===== src/rtl/axil_pkg.sv =====
// axil_pkg: shared AXI-Lite default widths and response codes
package axil_pkg;
    localparam int AXI_DATA_WIDTH = 32;
    localparam int AXI_ADDR_WIDTH = 32;
    typedef enum logic [1:0] {
        RESP_OKAY   = 2'b00,
        RESP_EXOKAY = 2'b01,
        RESP_SLVERR = 2'b10,
        RESP_DECERR = 2'b11
    } axil_resp_t;
endpackage


===== src/rtl/axil_slave_regfile_if.sv =====
// axil_slave_regfile_if: AXI-Lite bus bundle with master/slave modports
interface axil_slave_regfile_if #(
    parameter int AXI_DATA_WIDTH = axil_pkg::AXI_DATA_WIDTH,
    parameter int AXI_ADDR_WIDTH = axil_pkg::AXI_ADDR_WIDTH
);
    logic [AXI_ADDR_WIDTH-1:0]   s_awaddr;
    logic                        s_awvalid;
    logic                        s_awready;
    logic [AXI_DATA_WIDTH-1:0]   s_wdata;
    logic [AXI_DATA_WIDTH/8-1:0] s_wstrb;
    logic                        s_wvalid;
    logic                        s_wready;
    logic [1:0]                  s_bresp;
    logic                        s_bvalid;
    logic                        s_bready;
    logic [AXI_ADDR_WIDTH-1:0]   s_araddr;
    logic                        s_arvalid;
    logic                        s_arready;
    logic [AXI_DATA_WIDTH-1:0]   s_rdata;
    logic [1:0]                  s_rresp;
    logic                        s_rvalid;
    logic                        s_rready;
    modport master (
        output s_awaddr, s_awvalid, s_wdata, s_wstrb, s_wvalid, s_bready,
               s_araddr, s_arvalid, s_rready,
        input  s_awready, s_wready, s_bresp, s_bvalid, s_arready, s_rdata, s_rresp, s_rvalid
    );
    modport slave (
        input  s_awaddr, s_awvalid, s_wdata, s_wstrb, s_wvalid, s_bready,
               s_araddr, s_arvalid, s_rready,
        output s_awready, s_wready, s_bresp, s_bvalid, s_arready, s_rdata, s_rresp, s_rvalid
    );
endinterface


===== src/rtl/axil_slave_regfile.sv =====
// axil_slave_regfile: AXI-Lite register file endpoint; AXIL_REGFILE_DECERR_EN enables out-of-range SLVERR
module axil_slave_regfile #(
    parameter int                        AXI_DATA_WIDTH = axil_pkg::AXI_DATA_WIDTH,
    parameter int                        AXI_ADDR_WIDTH = axil_pkg::AXI_ADDR_WIDTH,
    parameter int                        NUM_REGS       = 16,
    parameter logic [AXI_ADDR_WIDTH-1:0] BASE_ADDR      = '0
) (
    input  logic                               aclk,
    input  logic                               areset,
    axil_slave_regfile_if.slave                s,
    output logic [NUM_REGS*AXI_DATA_WIDTH-1:0] reg_q,
    output logic [NUM_REGS-1:0]                reg_wr_stb
);
    import axil_pkg::*;
    localparam int BYTES    = AXI_DATA_WIDTH / 8;
    localparam int ADDR_LSB = $clog2(BYTES);
    localparam int IDX_W    = $clog2(NUM_REGS);
    localparam logic [1:0] WR_IDLE = 2'd0, WR_HAVE_AW = 2'd1, WR_HAVE_W = 2'd2, WR_RESP = 2'd3;
    localparam logic [0:0] RD_IDLE = 1'b0, RD_RESP = 1'b1;
    logic [1:0]                wr_state;
    logic [0:0]                rd_state;
    logic [AXI_DATA_WIDTH-1:0] regs [NUM_REGS];
    logic [AXI_ADDR_WIDTH-1:0] aw_addr_q, wr_addr, wr_off, rd_off;
    logic [AXI_DATA_WIDTH-1:0] wdata_q, wr_data;
    logic [BYTES-1:0]          wstrb_q, wr_strb;
    logic [IDX_W-1:0]          wr_idx, rd_idx;
    logic                      aw_hs, w_hs, ar_hs, commit, wr_ok, rd_ok, unused_off;
    assign s.s_awready = wr_state == WR_IDLE || wr_state == WR_HAVE_W;
    assign s.s_wready  = wr_state == WR_IDLE || wr_state == WR_HAVE_AW;
    assign s.s_arready = rd_state == RD_IDLE;
    assign aw_hs  = s.s_awvalid && s.s_awready;
    assign w_hs   = s.s_wvalid && s.s_wready;
    assign ar_hs  = s.s_arvalid && s.s_arready;
    // the write commits on the edge where the later of AW/W completes
    assign commit = (aw_hs || wr_state == WR_HAVE_AW) && (w_hs || wr_state == WR_HAVE_W);
    assign wr_addr = aw_hs ? s.s_awaddr : aw_addr_q;
    assign wr_data = w_hs ? s.s_wdata : wdata_q;
    assign wr_strb = w_hs ? s.s_wstrb : wstrb_q;
    assign wr_off  = wr_addr - BASE_ADDR;
    assign rd_off  = s.s_araddr - BASE_ADDR;
    assign wr_idx  = wr_off[IDX_W+ADDR_LSB-1:ADDR_LSB];
    assign rd_idx  = rd_off[IDX_W+ADDR_LSB-1:ADDR_LSB];
    assign unused_off = ^{wr_off, rd_off};
`ifdef AXIL_REGFILE_DECERR_EN
    localparam logic [AXI_ADDR_WIDTH:0] SPAN = (AXI_ADDR_WIDTH+1)'(NUM_REGS * BYTES);
    assign wr_ok = {1'b0, wr_off} < SPAN;
    assign rd_ok = {1'b0, rd_off} < SPAN;
`else
    assign wr_ok = 1'b1;
    assign rd_ok = 1'b1;
`endif
    for (genvar g = 0; g < NUM_REGS; g++) begin : g_flat
        assign reg_q[g*AXI_DATA_WIDTH +: AXI_DATA_WIDTH] = regs[g];
    end
    always_ff @(posedge aclk) begin
        if (areset) begin
            for (int i = 0; i < NUM_REGS; i++) regs[i] <= '0;
            reg_wr_stb <= '0;
        end else begin
            reg_wr_stb <= '0;
            if (commit && wr_ok) begin
                reg_wr_stb[wr_idx] <= 1'b1;
                for (int b = 0; b < BYTES; b++)
                    if (wr_strb[b]) regs[wr_idx][b*8 +: 8] <= wr_data[b*8 +: 8];
            end
        end
    end
    always_ff @(posedge aclk) begin
        if (areset) begin
            wr_state   <= WR_IDLE;
            s.s_bvalid <= 1'b0;
            s.s_bresp  <= RESP_OKAY;
            aw_addr_q  <= '0;
            wdata_q    <= '0;
            wstrb_q    <= '0;
        end else begin
            if (aw_hs) aw_addr_q <= s.s_awaddr;
            if (w_hs) begin
                wdata_q <= s.s_wdata;
                wstrb_q <= s.s_wstrb;
            end
            if (commit) begin
                wr_state   <= WR_RESP;
                s.s_bvalid <= 1'b1;
                s.s_bresp  <= wr_ok ? RESP_OKAY : RESP_SLVERR;
            end else if (aw_hs) begin
                wr_state <= WR_HAVE_AW;
            end else if (w_hs) begin
                wr_state <= WR_HAVE_W;
            end else if (s.s_bvalid && s.s_bready) begin
                wr_state   <= WR_IDLE;
                s.s_bvalid <= 1'b0;
            end
        end
    end
    // non-blocking read of regs returns the pre-write value on a colliding commit edge
    always_ff @(posedge aclk) begin
        if (areset) begin
            rd_state   <= RD_IDLE;
            s.s_rvalid <= 1'b0;
            s.s_rdata  <= '0;
            s.s_rresp  <= RESP_OKAY;
        end else if (ar_hs) begin
            rd_state   <= RD_RESP;
            s.s_rvalid <= 1'b1;
            s.s_rdata  <= rd_ok ? regs[rd_idx] : '0;
            s.s_rresp  <= rd_ok ? RESP_OKAY : RESP_SLVERR;
        end else if (s.s_rvalid && s.s_rready) begin
            rd_state   <= RD_IDLE;
            s.s_rvalid <= 1'b0;
        end
    end
endmodule


===== src/flat_wrapper.sv =====
// flat-port wrapper written by rule: the top's interface ports become plain ports
module axil_slave_regfile_flat import axil_pkg::*;
#(
    parameter int                        AXI_DATA_WIDTH = axil_pkg::AXI_DATA_WIDTH,
    parameter int                        AXI_ADDR_WIDTH = axil_pkg::AXI_ADDR_WIDTH,
    parameter int                        NUM_REGS       = 16,
    parameter logic [AXI_ADDR_WIDTH-1:0] BASE_ADDR      = '0
)
  (aclk, areset, reg_q, reg_wr_stb, s_s_awaddr, s_s_awvalid, s_s_wdata, s_s_wstrb, s_s_wvalid, s_s_bready, s_s_araddr, s_s_arvalid, s_s_rready, s_s_awready, s_s_wready, s_s_bresp, s_s_bvalid, s_s_arready, s_s_rdata, s_s_rresp, s_s_rvalid);
  axil_slave_regfile_if #(.AXI_DATA_WIDTH(AXI_DATA_WIDTH), .AXI_ADDR_WIDTH(AXI_ADDR_WIDTH)) s_i ();
  input  logic aclk;
  input  logic areset;
  output logic [NUM_REGS*AXI_DATA_WIDTH-1:0] reg_q;
  output logic [NUM_REGS-1:0] reg_wr_stb;
  input wire logic [$bits(s_i.s_awaddr)-1:0] s_s_awaddr;
  input wire logic [$bits(s_i.s_awvalid)-1:0] s_s_awvalid;
  input wire logic [$bits(s_i.s_wdata)-1:0] s_s_wdata;
  input wire logic [$bits(s_i.s_wstrb)-1:0] s_s_wstrb;
  input wire logic [$bits(s_i.s_wvalid)-1:0] s_s_wvalid;
  input wire logic [$bits(s_i.s_bready)-1:0] s_s_bready;
  input wire logic [$bits(s_i.s_araddr)-1:0] s_s_araddr;
  input wire logic [$bits(s_i.s_arvalid)-1:0] s_s_arvalid;
  input wire logic [$bits(s_i.s_rready)-1:0] s_s_rready;
  output wire logic [$bits(s_i.s_awready)-1:0] s_s_awready;
  output wire logic [$bits(s_i.s_wready)-1:0] s_s_wready;
  output wire logic [$bits(s_i.s_bresp)-1:0] s_s_bresp;
  output wire logic [$bits(s_i.s_bvalid)-1:0] s_s_bvalid;
  output wire logic [$bits(s_i.s_arready)-1:0] s_s_arready;
  output wire logic [$bits(s_i.s_rdata)-1:0] s_s_rdata;
  output wire logic [$bits(s_i.s_rresp)-1:0] s_s_rresp;
  output wire logic [$bits(s_i.s_rvalid)-1:0] s_s_rvalid;
  assign s_i.s_awaddr = s_s_awaddr;
  assign s_i.s_awvalid = s_s_awvalid;
  assign s_i.s_wdata = s_s_wdata;
  assign s_i.s_wstrb = s_s_wstrb;
  assign s_i.s_wvalid = s_s_wvalid;
  assign s_i.s_bready = s_s_bready;
  assign s_i.s_araddr = s_s_araddr;
  assign s_i.s_arvalid = s_s_arvalid;
  assign s_i.s_rready = s_s_rready;
  assign s_s_awready = s_i.s_awready;
  assign s_s_wready = s_i.s_wready;
  assign s_s_bresp = s_i.s_bresp;
  assign s_s_bvalid = s_i.s_bvalid;
  assign s_s_arready = s_i.s_arready;
  assign s_s_rdata = s_i.s_rdata;
  assign s_s_rresp = s_i.s_rresp;
  assign s_s_rvalid = s_i.s_rvalid;
  axil_slave_regfile #(.AXI_DATA_WIDTH(AXI_DATA_WIDTH), .AXI_ADDR_WIDTH(AXI_ADDR_WIDTH), .NUM_REGS(NUM_REGS), .BASE_ADDR(BASE_ADDR)) u_core (.aclk(aclk), .areset(areset), .s(s_i), .reg_q(reg_q), .reg_wr_stb(reg_wr_stb));
endmodule

===== config.mk =====
export PLATFORM = sky130hd
export DESIGN_NAME = axil_slave_regfile_flat
export DESIGN_NICKNAME = d
export VERILOG_FILES = /design/src/rtl/axil_pkg.sv /design/src/rtl/axil_slave_regfile_if.sv /design/src/rtl/axil_slave_regfile.sv /design/src/flat_wrapper.sv
export SDC_FILE = /design/constraint.sdc
export NUM_CORES = 1
export LEC_CHECK = 0
export BUFFER_PORTS_ARGS = -buffer_cell sky130_fd_sc_hd__clkbuf_2
export CAP_MARGIN = 20
export CELL_PAD_IN_SITES_DETAIL_PLACEMENT = 0
export CELL_PAD_IN_SITES_GLOBAL_PLACEMENT = 2
export CORE_MARGIN = 5
export CORE_UTILIZATION = 32
export DETAILED_ROUTE_END_ITERATION = 10
export PLACE_DENSITY_LB_ADDON = 0.1
export SYNTH_ARGS = -nofsm -noshare
export SYNTH_HDL_FRONTEND = slang
export SYNTH_SLANG_ARGS = --single-unit
export TNS_END_PERCENT = 10

===== constraint.sdc =====
create_clock -name aclk -period 2.6 [get_ports aclk]
set_input_delay 0.26 -clock aclk [delete_from_list [all_inputs] [get_ports aclk]]
set_output_delay 0.26 -clock aclk [all_outputs]
set_load 0.005 [all_outputs]

==> summary.md <==
| Metric | Value |
|---|---|
| Result of the run | finished clean |
| WHS | around 50 ps |
| Final Hold Vio Count | 0 |
| First-pass GRT wire length | approximately 160,000 um |
| Pre-CTS WS | approximately 190 ps |
| Worst path slowest cell | sky130_fd_sc_hd__dfxtp_1 |
| Pwr/cell area | around 700 nW/um^2 |
| Synth Cell Area | between 20,000 and 30,000 um^2 |
| Max-capacitance violation count | 0 |
| Cell leakage power | 13.3 nW |
| Most common cell after layout, fill and taps aside | sky130_fd_sc_hd__clkbuf_2 |
| Routed wire length | 117,000 um |
| Maximum root-to-sink buffer count | 3 |
| Synthesis warning total | 0 |
| Num CTS Buffers | 72 |
| Number of design rule violations left after detail routing | 0 |
| Worst supply voltage drop on vdd | around 0.00042 V |
| DPL Wire Length | roughly 85,000 um |
| Post-route cell area | roughly 35,000 um^2 |
| Weighted congestion reported at the end of routability-driven placement | about 0.84 |
| Sequential cell area | about 17,000 um^2 |
| Clk root buf | sky130_fd_sc_hd__clkbuf_16 |
| Period minus WS final | 2430 ps |
| Synth unique cells | 46 |
| Pins over their slew limit | 0 |
| Floorplan core area | a little over 80,000 um^2 |
| # rows | 106 |
| Number of port buffers | 615 |
| Fmax | slightly above 0.4 GHz |
| Class of the tightest hold or removal check | input pin to register |
| Via count of the first global-routing pass | 20.8k |
| Worst setup SP type | register |
| Highest net fanout along the worst path | 10 |
| Critical path, cell by cell | nor2b_1 > o31ai_4 > nand3_4 > o21bai_1 > buf_4 |
| Total number of H-tree levels | 3 |
| Sequential-to-total area share from yosys stat | 0.645 |
| Number of vias after detailed routing | around 20k |
| Number of register bits inferred by synthesis | 604 |
| Antenna violations before repair | 6 |
| CTS clock-pin slew for the worst setup and hold paths | ~60 ps |
| Later-pin clock latency in the skew report | just over 600 ps |
| Nature of the critical path endpoint | register |
| Required time of the critical path | about 2900 ps |
| Initial drt markers | about 1.6k |
| Nets@finish | between 2k and 3k |
| Count of clock tree sinks | 604 |
| Number of optimization iterations in the first detailed-route pass | 5 |
| Boundary pin count | about 680 |
| Commonest cells after routing, fill and taps aside | 611 x sky130_fd_sc_hd__clkbuf_2, 512 x sky130_fd_sc_hd__edfxtp_1, 502 x sky130_fd_sc_hd__nor3_1 |
| Post-synth EDFFs | 512 |
| Width of the chip | roughly 300 um |
| Average instance area after synthesis | 14.0 um^2 |
| Overflow left after global routing | 0 |
| Die ar. | 89,300 um^2 |
| Slew at the pin with the worst max-slew slack | ~770 ps |
| Final setup violation count | 0 |
| Starting utilization of the core area | 0.321 |
| Max-slew headroom | 0.489 |
| Mean routed wirelength per cell | ~31 um |
| Instance area after placement | 32,100 um^2 |
| Clock tree from TritonCTS | built |
| Ratio of cells with drive above 1 in the final layout | 0.421 |
| Vias per cell | 5.41 |
| Setup Crit Path Kind | register to register |
| Fraction of registers with async set or reset after synthesis | 0 |
| Setup ws final | approximately 170 ps |
| Peak per-stage delay on the critical path | 510 ps |
| Maximum number of pins on one net before global-route repair | 55 |
| Worst path top cell family by delay | compound AO/OA/AOI/OAI gates |
| Crit path arrival time | 2740 ps |
| Tcrit/Tclk final | 0.935 |
| Gate count after technology mapping | between 1.5k and 2k |
| Fill cell total of the finished layout | roughly 7.9k |
| Die outline height | about 300 um |
| Worst-case clock skew | between 15 and 20 ps |
| Worst path bufs/invs | 1 |
| Final setup TNS | 0 ps |
| RSZ-0062 raised after global routing | no |
| Total global-route track usage | 0.252 |
| Area used by multi-input combinational logic | ~8500 um^2 |
| Post-CTS Setup Repair Bufs | 0 |
| Antenna violation net count after detailed routing | 0 |
| Most instantiated flip-flop cell in the synthesis netlist | sky130_fd_sc_hd__edfxtp_1 |
| Syn-to-layout area delta | 29.5% |
worst min-delay path, stage by stage:
cell and delay, ps:
sky130_fd_sc_hd__clkbuf_2 110, sky130_fd_sc_hd__nand2b_1 150, sky130_fd_sc_hd__a21oi_1 80
timing repair:
action | 4_1_cts | 5_1_grt
gates resized for setup | 0 | 0
endpoints found under the hold margin | 8 | 0
hold buffers | 6 | 0
per-layer routing:
metal,share of wire,track usage,up-vias
li1,-,-,8833
met1,0.41,0.328,10400
met2,0.49,0.428,896
met3,0.069,0.0502,160
met4,0.029,0.0747,6
met5,0.00035,0,-
power breakdown:
part           switching, W  total [W]  internal, W  leakage [nW]
Clock               0.00411     0.0103      0.00617          1.17
Sequential         0.000332     0.0112       0.0109          6.06
Combinational       0.00164    0.00262     0.000983          6.05
layout make-up:
class,count,share of cell area
Sequential cell,604,0.498
Multi-Input combinational cell,1073,0.245
Timing Repair Buffer,848,0.147
Clock buffer,103,0.0599
Tap cell,1080,0.0391
Clock inverter,27,0.0100
Inverter,10,0.00108
Antenna cell,4,0.000289
logic make-up after synthesis:
family          Yosys count  share of synthesized area
other cells               1                   0.000140
compound gates          178                     0.0515
buf+inv                 237                     0.0408
flops                   604                      0.645
mux                     231                      0.133
simple gates            660                      0.130
worst paths after layout:
kind                                     start                           endpoint  slack [ps]  cells past startpoint
min reg2reg  u_core.s.s_rdata[19]$_SDFFE_PP0P_  u_core.s.s_rdata[19]$_SDFFE_PP0P_         490                      2
max            u_core.wr_state[0]$_SDFFE_PP0P_   u_core.regs[3][29]$_SDFFCE_PN0P_         170                      5
max reg2reg    u_core.wr_state[0]$_SDFFE_PP0P_   u_core.regs[3][29]$_SDFFCE_PN0P_         170                      5
min                                s_s_arvalid     u_core.s.s_rvalid$_SDFFE_PP0P_          50                      3
synth_stat cells, types with 2 or more instances:
| cell | count | area, um^2 |
|---|---|---|
| sky130_fd_sc_hd__buf_2 | 106 | 531 |
| sky130_fd_sc_hd__a22oi_1 | 63 | 473 |
| sky130_fd_sc_hd__clkbuf_1 | 95 | 357 |
| sky130_fd_sc_hd__nor3_2 | 12 | 120 |
| sky130_fd_sc_hd__inv_1 | 10 | 37.5 |
| sky130_fd_sc_hd__o31ai_4 | 3 | 63.8 |
| sky130_fd_sc_hd__o21bai_1 | 64 | 480 |
| sky130_fd_sc_hd__mux4_2 | 95 | 2140 |
| sky130_fd_sc_hd__a31o_2 | 3 | 26.3 |
| sky130_fd_sc_hd__nand2_1 | 50 | 188 |
| sky130_fd_sc_hd__mux2_2 | 32 | 360 |
| sky130_fd_sc_hd__o211ai_1 | 31 | 233 |
| sky130_fd_sc_hd__mux2i_1 | 102 | 1020 |
| sky130_fd_sc_hd__nor2b_1 | 2 | 12.5 |
| sky130_fd_sc_hd__nand3_2 | 4 | 40.0 |
| sky130_fd_sc_hd__nor2_1 | 51 | 191 |
| sky130_fd_sc_hd__dfxtp_1 | 92 | 1840 |
| sky130_fd_sc_hd__nand2b_1 | 5 | 31.3 |
| sky130_fd_sc_hd__buf_4 | 11 | 82.6 |
| sky130_fd_sc_hd__nand3_4 | 12 | 210 |
| sky130_fd_sc_hd__a21oi_1 | 7 | 35.0 |
| sky130_fd_sc_hd__nor4bb_1 | 3 | 30.0 |
| sky130_fd_sc_hd__edfxtp_1 | 512 | 15400 |
| sky130_fd_sc_hd__buf_6 | 2 | 22.5 |
| sky130_fd_sc_hd__buf_1 | 12 | 45.0 |
| sky130_fd_sc_hd__a31oi_1 | 3 | 18.8 |
| sky130_fd_sc_hd__mux2i_2 | 2 | 27.5 |
| sky130_fd_sc_hd__or2_1 | 3 | 18.8 |
| sky130_fd_sc_hd__nand3_1 | 2 | 10.0 |
| sky130_fd_sc_hd__nand3b_1 | 4 | 30.0 |
| sky130_fd_sc_hd__nor3_1 | 503 | 2520 |
through the flow:
step / total power, W / std cells / utilization
2_1_floorplan: 0.0126 / 1914 / -
3_3_place_gp: 0.0140 / 3609 / 0.386
3_5_place_dp: 0.0140 / 3609 / 0.386
4_1_cts: 0.0243 / 3745 / 0.416
5_1_grt: 0.0249 / 3745 / 0.416
6_report: 0.0241 / 3749 / 0.416
state kept, by name (all words and copies together), names as in the netlist:
| register | count |
|---|---|
| u_core.reg_wr_stb | 16 |
| u_core.s.s_bvalid | 1 |
| u_core.s.s_rdata | 32 |
| u_core.s.s_rvalid | 1 |
| u_core.wdata_q | 32 |
| u_core.wr_state | 2 |
| u_core.wstrb_q | 4 |
| u_core.regs | 512 |
| u_core.aw_addr_q | 4 |
(Power assumes the default switching activity.)
